===== src/rtl/sys_array_result_drain.sv =====
// Result drain for the systolic array: snapshots the M*K PE results on completion,
// streams them row-major as BW-word beats, then pulses a one-cycle clear to the array.
module sys_array_result_drain #(
  parameter int M  = 2,
  parameter int K  = 2,
  parameter int BW = 2
) (
  input  logic              clk,
  input  logic              nrst,
  input  logic              arr_done,
  input  logic              arr_err,
  input  logic [M*K*32-1:0] pe_out,
  output logic              arr_clr,
  output logic              m_valid,
  input  logic              m_ready,
  output logic [BW*32-1:0]  m_data,
  output logic [BW-1:0]     m_keep,
  output logic              m_last,
  output logic              m_err,
  output logic              busy
);

  localparam int NWORDS = M * K;
  localparam int NBEATS = (NWORDS + BW - 1) / BW;
  localparam int CW     = $clog2(NBEATS + 1);

  typedef enum logic [1:0] {S_IDLE, S_DRAIN, S_CLEAR, S_WAIT_LOW} state_t;

  state_t            state_q, state_d;
  logic [M*K*32-1:0] snap_q, snap_d;
  logic              err_q, err_d;
  logic [CW-1:0]     ctr_q, ctr_d;

  logic fire;
  logic last_beat;

  assign fire      = (state_q == S_DRAIN) && m_ready;
  assign last_beat = (ctr_q == CW'(NBEATS - 1));

  always_ff @(posedge clk or negedge nrst) begin
    if (!nrst) begin
      state_q <= S_IDLE;
      snap_q  <= '0;
      err_q   <= 1'b0;
      ctr_q   <= '0;
    end else begin
      state_q <= state_d;
      snap_q  <= snap_d;
      err_q   <= err_d;
      ctr_q   <= ctr_d;
    end
  end

  always_comb begin
    state_d = state_q;
    snap_d  = snap_q;
    err_d   = err_q;
    ctr_d   = ctr_q;
    unique case (state_q)
      S_IDLE: begin
        if (arr_done) begin
          snap_d  = pe_out;
          err_d   = arr_err;
          ctr_d   = '0;
          state_d = S_DRAIN;
        end
      end
      S_DRAIN: begin
        if (fire) begin
          ctr_d = ctr_q + CW'(1);
          if (last_beat) state_d = S_CLEAR;
        end
      end
      S_CLEAR: state_d = S_WAIT_LOW;
      // A done level still high here belongs to the matrix just drained.
      S_WAIT_LOW: begin
        if (!arr_done) state_d = S_IDLE;
      end
      default: state_d = S_IDLE;
    endcase
  end

  always_comb begin
    m_valid = (state_q == S_DRAIN);
    m_last  = (state_q == S_DRAIN) && last_beat;
    m_err   = (state_q == S_DRAIN) && err_q;
    arr_clr = (state_q == S_CLEAR);
    busy    = (state_q != S_IDLE);
    m_data  = '0;
    m_keep  = '0;
    if (state_q == S_DRAIN) begin
      for (int w = 0; w < BW; w++) begin
        if (int'(ctr_q) * BW + w < NWORDS) begin
          m_data[w*32 +: 32] = snap_q[(int'(ctr_q) * BW + w)*32 +: 32];
          m_keep[w]          = 1'b1;
        end
      end
    end
  end

endmodule

===== config.mk =====
export PLATFORM = sky130hd
export DESIGN_NAME = sys_array_result_drain
export DESIGN_NICKNAME = d
export VERILOG_FILES = /design/src/rtl/sys_array_result_drain.sv
export SDC_FILE = /design/constraint.sdc
export NUM_CORES = 1
export LEC_CHECK = 0
export BUFFER_PORTS_ARGS = -buffer_cell sky130_fd_sc_hd__buf_2
export CAP_MARGIN = 20
export CORE_AREA = 8 8 125 127
export DETAILED_ROUTE_END_ITERATION = 12
export DIE_AREA = 0 0 133 135
export HOLD_SLACK_MARGIN = 0.02
export MAX_ROUTING_LAYER = met4
export PLACE_DENSITY_LB_ADDON = 0.15
export SYNTH_ARGS = -nofsm -noshare
export SYNTH_HDL_FRONTEND = slang
export SYNTH_SLANG_ARGS = --single-unit

===== constraint.sdc =====
create_clock -name clk -period 3.49 [get_ports clk]
set_input_delay 0 -clock clk [delete_from_list [all_inputs] [get_ports clk]]
set_output_delay 0 -clock clk [all_outputs]
set_load 0.05 [all_outputs]

Word level (Yosys, flattened, before mapping):

Index checks and enable logic that the tools add are counted.

* bits in registers: 133
* bits in latches: 0
* bits in writable memories: 0
* memory bits (read-only): 0
* bits of input ports: 133
* output and inout bits: 71
* logic and storage cells: 41
* memories: 0

* $add $sub $neg: 2
* multipliers: 0
* divide/modulo/power cells: 0
* $lt $le $gt $ge: 2
* equality and inequality tests: 8
* shifts and indexed selects: 2
* multiplexer cells: 14
* bitwise gates (word level): 0
* reduce and logical (&&, ||, !) cells: 9

Operators by type and width (count)
* 128-bit by 10-bit variable part select with 32-bit output: 1
* 128-bit by 9-bit variable part select with 32-bit output: 1
* 32-bit two-way mux: 2
* 64-bit two-way mux: 1
* 32-bit by 4-bit less-than comparator with 1-bit output (second input constant): 1
* 2-bit two-way mux: 7
* 2-bit case mux with 4 select lines: 1
* 3-bit by 1-bit adder with 4-bit output (second input constant): 1
* 2-bit by 1-bit equality test with 1-bit output (second input constant): 2
* 2-bit equality test (second input constant): 2
* 2-bit by 1-bit inequality test with 1-bit output (second input constant): 2
* 2-bit inequality test (second input constant): 2
* 2-bit case mux with 2 select lines: 1
* 4-bit AND reduction: 1
* 2-bit nonzero test: 2
* 1-bit logical AND: 3
* 3-bit less-than comparator (second input constant): 1
* 3-bit AND reduction: 1
* 2-bit by 1-bit adder with 2-bit output (second input constant): 1
* 2-bit zero test: 1
* 1-bit two-way mux: 2
* 2-bit AND reduction: 1

Longest topological paths before layout:

Gate-level depths: netlist (run 1).

* depth in word-level cells: 4
* mapped depth: 6
* depth with buffers taken out: 5

Worst setup path after synthesis (run 1):

No wires, ideal clock.

* path kind: register -> output
* from: register state_q[1]
* to: output port m_data[10]
* arrival: 2321 ps
* required time: 3490 ps
* path slack: 1169 ps
* stages on the path, launching flop included: 7
* path buffers: 2
* path through: dfrtp_1 > inv_1 > ha_1 > buf_2 > nand2_1 > clkbuf_1 > nor2_1

* longest elaborated chain between the ends: 2

RTL lines
* start: declaration: line 29 `state_t state_q, state_d;`
* start signal: assignment: line 47 `state_q <= state_d;`
* 2-bit by 1-bit equality test with 1-bit output
* via m_valid: line 14 `output logic m_valid,`
* 64-bit two-way mux: line 91 `if (state_q == S_DRAIN) begin`
* end: declaration: line 16 `output logic [BW*32-1:0] m_data,`

The timed path passes the listed nets, and every way through them passes these cells.

Worst setup path in the final report (run 1):

* from: register state_q[1]
* to: output port m_data[14]

* longest elaborated chain between the ends: 2

RTL lines (line)
* 2-bit by 1-bit equality test with 1-bit output: 91
* 64-bit two-way mux: 91

No other way between the ends.

==> reports/results.ini, run 1 <==
[status]
outcome = finished, final reports clean

[clock_network]
cts_root_buf = clkbuf_16
cts-buffers-inserted = 17
cts.clk_slew.worst_paths_ns = 0.05
clkSinkCount = 133
htreeDepth = 4
cts_buffer_depth = 2
cts_tree = done
insertion_delay_ns = 0.41
ctsResizeCount = 0

[global_routing]
grt_pass1_wl_mm = 27.44
grt_pass1_vias = 5457
grt_max_degree = 108
antenna_found_initial = 1
grt_overflow = 0
grt.total_usage = 0.1988

[cells_and_area]
fill_cells = 957
syn_to_final_growth_pct = 42.68
fin_util = 0.6957
fin_nets = 925
drive_gt1_frac = 0.4611
final_cell_area_sq_mm = 0.009469

[power]
powerDensity_mw_per_mm2 = 921.9
power.leakage_nw = 4.874
max-vdd-ir-drop_mv = 0.4229

[synth]
synth_nets = 596
syn_area_sq_mm = 0.006636
synth-simple-area-share = 0.05185
synth_seq_cells = 133
ys.warnings.count = 0
ys_seq_area_frac = 0.5015
synth_compound_area_frac = 0.005279
avgSynthCellArea_sq_um = 14.55
synth.distinct_cells = 26
syn-instance-count = 456
synth-xor-area-share = 0
muxShareOfSynthArea = 0.3758
synth_fa_ha_area_frac = 0.01320
synth_top_family_by_area = multiplexers

[die]
row_count = 43
core_sq_mm = 0.01361
start_util = 0.4875
die_area_sq_mm = 0.01796
die_h_um = 135
io_pins = 204
die_w_um = 133

[placement]
post-dp-hpwl_mm = 10.61
gp_congestion = 0.7391
pre_cts_ws_ns = 1.155
placed_area_sq_mm = 0.007625
io_buffer_count = 203

[sta]
setup_ws_ns = 0.7467
max_slew_margin = 0.3547
worst_clock_skew_ns = 0.005590
tns_ns = 0
hold_viol = 0
drv_slew = 0
fmax_ghz = 0.3645
setup_viol = 0
worstMarginPinSlew_ns = 0.9680
grt_setup_unrepaired = false
fin_crit_sh = 0.7860
period_minus_slack_ns = 2.743

[drt]
drcViolationCount = 0
drt-initial-drc-count = 177
wl_per_cell_um = 17.42
drtAntennaViolNets = 0
drt-met1-wl_mm = 7.106
wl_met3_um = 799
routed.top_layer = met4
dr.pass1.iters = 4
route.met2.wl_mm = 8.770
drt_wl_total_mm = 17.02
vias = 4783
via_per_inst = 4.896

[min_path]
hold_path.class = in -> async

[setup_path]
end_kind = primary output
arrival_ns = 2.74
critPathRequiredTime_ns = 3.49
critPathKind = reg -> out
cp_max_fo = 37
start_kind = flop

[flow_run]
cap_violations = 0

## worst paths after layout
kind | start | end | slack [ns] | cells after the start
min in group clk | pe_out[121] | snap_q[121]$_DFFE_PN0P_ | 0.35 | 3
setup / recovery | state_q[1]$_DFFE_PN0P_ | m_data[14] | 0.75 | 6
hold / removal | nrst | snap_q[51]$_DFFE_PN0P_ | 0.26 | 2
setup reg to reg | state_q[0]$_DFFE_PN0P_ | snap_q[82]$_DFFE_PN0P_ | 1.18 | 5
hold reg to reg | snap_q[33]$_DFFE_PN0P_ | snap_q[33]$_DFFE_PN0P_ | 0.50 | 1
max in group asynchronous | nrst | snap_q[36]$_DFFE_PN0P_ | 2.27 | 3
## synthesized netlist by cell type
master,number,area share
mux2_2,28,0.048
a21oi_1,2,0.0015
clkbuf_1,7,0.0040
nor2_1,66,0.037
buf_6,2,0.0034
nand2b_1,2,0.0019
mux2i_1,65,0.098
nand2_1,3,0.0017
o221ai_1,1,0.0013
nand4b_1,2,0.0026
dfrtp_1,133,0.50
ha_1,7,0.013
buf_2,4,0.0030
buf_4,6,0.0068
mux2_1,1,0.0017
nor2b_1,2,0.0019
and2_1,2,0.0019
buf_12,10,0.030
mux2_4,101,0.23
o311ai_0,1,0.0013
nand2_2,1,0.00094
o21a_1,1,0.0011
or3b_2,1,0.0013
inv_1,5,0.0028
buf_8,1,0.0023
nand3b_1,2,0.0023
## registers in the layout (all words and copies together) (netlist names)
signal and count:
state_q 2, err_q 1, ctr_q 2, snap_q 128
## critical path, cell delays in order, from the launching register on
cell and delay [ns]:
dfrtp_1 0.41, inv_1 0.14, ha_1 0.40, nand2_2 0.44
buf_4 0.42, nor2_1 0.19, buf_2 0.30
## cell usage in the layout (no fill, tap or decap)
cell type,count
inv_1,5
clkbuf_8,4
buf_6,1
o21a_1,1
dfrtp_1,132
mux2_2,28
mux2_4,101
a21oi_1,2
o221ai_1,1
o311ai_0,1
nand2_8,1
nand3b_1,2
buf_12,1
clkbuf_16,17
buf_4,4
mux2i_1,65
nor2b_1,2
dlygate4sd3_1,132
nand2_1,2
or3b_2,1
and2_1,2
clkinv_2,5
ha_1,7
clkbuf_1,4
dfrtp_4,1
mux2_1,1
diode_2,1
nand2_2,1
nand2b_1,2
buf_2,202
nor2_1,66
nand4b_1,2
## through the flow
stage / cells / hold WS [ns] / total power [mW]
2_1_floorplan: 456 / -0.2956 / 6.304
3_3_place_gp: 814 / 0.1884 / 6.918
3_5_place_dp: 814 / 0.1970 / 7.031
4_1_cts: 976 / 0.3211 / 8.781
5_1_grt: 977 / 0.3426 / 9.217
6_report: 977 / 0.2580 / 8.730
## report_power, final
group          internal (mW)  switching [mW]  leakage (nW)
combinational           2.00            2.22          3.04
sequential              2.35           0.581          1.57
clock                  0.968           0.612         0.263
## repair_timing
action	in CTS	in global routing
setup buffers	0	0
endpoints found under the hold margin	237	0
hold buffers	132	0
## logic make-up (layout without fill, tap and decap cells)
group	after synthesis	count (layout)
adder cells (fa/ha/maj)	7	7
multiplexers	195	195
AO/OA/AOI/OAI	5	5
other	0	1
AND/OR/NAND/NOR	81	81
buffers and inverters	35	375
flip-flops	133	133
## layer usage
metal / GRT usage / vias up
met1: 0.2240 / 2381
li1: - / 2227
met2: 0.3278 / 147
met5: - / -
met3: 0.05535 / 28
met4: 0.08391 / 0
## area by class of cell
type	instances	area, sq um	area share
flip-flops and latches	133	3332	0.3519
multi-input cells	288	2977	0.3143
repair buffers	340	2394	0.2528
clock buffers	25	495.5	0.05233
well taps	180	225.2	0.02378
clock inverters	5	25.02	0.002643
inverters	5	18.77	0.001982
diodes	1	2.502	0.0002643
Note: power is estimated with default switching activity, not from simulation.
==> run 2: changes to the inputs <==
- clock period: 3.49 -> 2.7 ns (I/O delays scaled with it)
==> run 2 against run 1 <==
Effect of this change:
- sequential cell count is the same
- clock-buffer cell count grew 1
- cell area grew 0.86%
- clock power grew 36%
- critical endpoint is now m_data[32]
- largest cell class unchanged
- highest routed layer unchanged
==> reports/results.ini, run 2 (synthesized netlist as in run 1, its figures left out) <==
[placement]
placed_area_sq_mm = 0.007672  ; +0.62%
dp.cells = 817  ; +0.37%
io_buffer_count = 203  ; unchanged
pre_cts_ws_ns = 0.6206  ; -0.5344 ns
gp_congestion = 0.7791  ; +5.4%
post-dp-hpwl_mm = 10.77  ; +1.5%

[sta]
fin_crit_sh = 0.8047
setup_viol = 0  ; unchanged
worst_clock_skew_ns = 0.004028  ; -0.001562 ns
whs_ns = 0.1341  ; -0.1239 ns
setup_ws_ns = 0.5272  ; -0.2195 ns
tns_ns = 0  ; unchanged
worstMarginPinSlew_ns = 0.5769  ; -0.3910 ns
period_minus_slack_ns = 2.173
max_slew_margin = 0.6154  ; +0.2607
drv_slew = 0  ; unchanged
grt_setup_unrepaired = false
hold_viol = 0  ; unchanged
fmax_ghz = 0.4602

[setup_path]
start_kind = flop
end_kind = primary output
cp_max_fo = 28  ; -24%
critPathKind = reg -> out
critPathRequiredTime_ns = 2.70  ; -0.79 ns
arrival_ns = 2.17  ; -0.57 ns

[power]
clkPwrFrac = 0.189  ; +0.008
powerDensity_mw_per_mm2 = 1194  ; +30%
switching_share = 0.3856  ; -0.005881
max-vdd-ir-drop_mv = 0.6795  ; +61%
power.leakage_nw = 4.912  ; +0.78%
p_sw_mw = 4.399  ; +29%
power_frac_seq = 0.322  ; -0.013
p_comb_frac = 0.490  ; +0.006
p_int_mw = 7.009  ; +32%

[global_routing]
antenna_found_initial = 1  ; unchanged
grt_pass1_vias = 5484  ; +0.49%
grt_overflow = 0  ; unchanged
grt_pass1_wl_mm = 28.33  ; +3.2%
grt.total_usage = 0.2033  ; +0.004563
grt_max_degree = 75  ; -31%

[min_path]
hold_path.class = in -> async

[drt]
vias = 4826  ; +0.90%
drcViolationCount = 0  ; unchanged
wl_per_cell_um = 17.53  ; +0.62%
drtAntennaViolNets = 0  ; unchanged
via_per_inst = 4.924  ; +0.59%
drt_wl_total_mm = 17.18  ; +0.93%
dr.pass1.iters = 4  ; unchanged
drt-initial-drc-count = 204  ; +15%

[die]
core_sq_mm = 0.01361  ; unchanged
die_area_sq_mm = 0.01796  ; unchanged
die_h_um = 135  ; unchanged
die_w_um = 133  ; unchanged
row_count = 43  ; unchanged
io_pins = 204  ; unchanged
start_util = 0.4875  ; unchanged

[clock_network]
clkSinkCount = 133  ; unchanged
htreeDepth = 4  ; unchanged
cts-buffers-inserted = 17  ; unchanged
cts_root_buf = clkbuf_16
cts.clk_slew.worst_paths_ns = 0.05  ; about the same
cts_buffer_depth = 2  ; unchanged
cts_tree = done
insertion_delay_ns = 0.40  ; about the same

[flow_run]
cap_violations = 0  ; unchanged

[cells_and_area]
largest_reg_flops = 128  ; unchanged
fin_cells = 980  ; +0.31%
fin_nets = 928  ; +0.32%
top_register = snap_q
final_cell_mix = 202 x buf_2, 132 x dfrtp_1, 132 x dlygate4sd3_1
final_common_cell = buf_2
syn_to_final_growth_pct = 43.91
final_cell_area_sq_mm = 0.009550  ; +0.86%
drive_gt1_frac = 0.4631  ; +0.002024
reg_top3 = snap_q x128, ctr_q x2, state_q x2
fill_cells = 949  ; -0.84%

[status]
outcome = finished, final reports clean

-- run 2: cell count changes in the layout (fill, tap and decap cells not counted), sizes merged --
cell and delta:
buf +3, bufinv +1, clkbuf +1, clkinv -2
-- run 2: path summary, 6_finish.rpt --
check                      cells after the start                 endpoint              startpoint  slack, ns
min reg2reg                                    1   snap_q[72]$_DFFE_PN0P_  snap_q[72]$_DFFE_PN0P_       0.50
max reg2reg                                    5   snap_q[74]$_DFFE_PN0P_  state_q[0]$_DFFE_PN0P_       0.63
max in group asynchronous                      3   snap_q[24]$_DFFE_PN0P_                    nrst       1.75
min                                            2   snap_q[49]$_DFFE_PN0P_                    nrst       0.13
max                                            4               m_data[32]    ctr_q[0]$_DFFE_PN0P_       0.53
min in group clk                               3  snap_q[125]$_DFFE_PN0P_             pe_out[125]       0.37
-- run 2: worst max-delay path: stages, from the launching register on --
cell and delay, ns:
dfrtp_4 0.63, buf_4 0.51, mux2i_1 0.17, nor2_1 0.15, buf_2 0.29
-- run 2: cell type report --
type                            count  area, sq um  area share
Sequential cell                   133         3332      0.3489
Clock inverter                      4        45.04    0.004716
Timing Repair Buffer              343         2441      0.2556
Tap cell                          180        225.2     0.02358
Antenna cell                        1        2.502   0.0002620
Inverter                            5        18.77    0.001965
Multi-Input combinational cell    288         2977      0.3117
Clock buffer                       26        509.2     0.05332
-- run 2: per-layer routing --
layer	share of wire	GRT usage	vias to the layer above	wire length, um
met3	0.048	0.04978	24	816
met1	0.44	0.2404	2408	7491
met2	0.50	0.3323	155	8553
li1	-	-	2239	-
met5	0	-	-	0
met4	0.018	0.07382	0	316
-- run 2: repair_timing --
action | 4_1_cts | 5_1_grt
setup buffers | 0 | 0
hold buffers | 132 | 0
hold endpoints to repair | 190 | 0
resized for setup | 0 | 0
-- run 2: metrics by stage --
stage          utilization  total power [mW]
5_1_grt             0.7016             12.04
6_report            0.7016             11.41
4_1_cts             0.7014             11.48
3_5_place_dp        0.5637             9.110
3_3_place_gp        0.5637             8.969
2_1_floorplan            -             8.148
-- run 2: power by group through the flow --
stage          sequential (mW)  combinational [mW]  clock [mW]
3_5_place_dp              3.66                5.45           0
3_3_place_gp              3.61                5.36           0
5_1_grt                   3.78                5.97        2.29
6_report                  3.67                5.59        2.15
4_1_cts                   3.65                5.62        2.21
2_1_floorplan             3.43                4.71           0
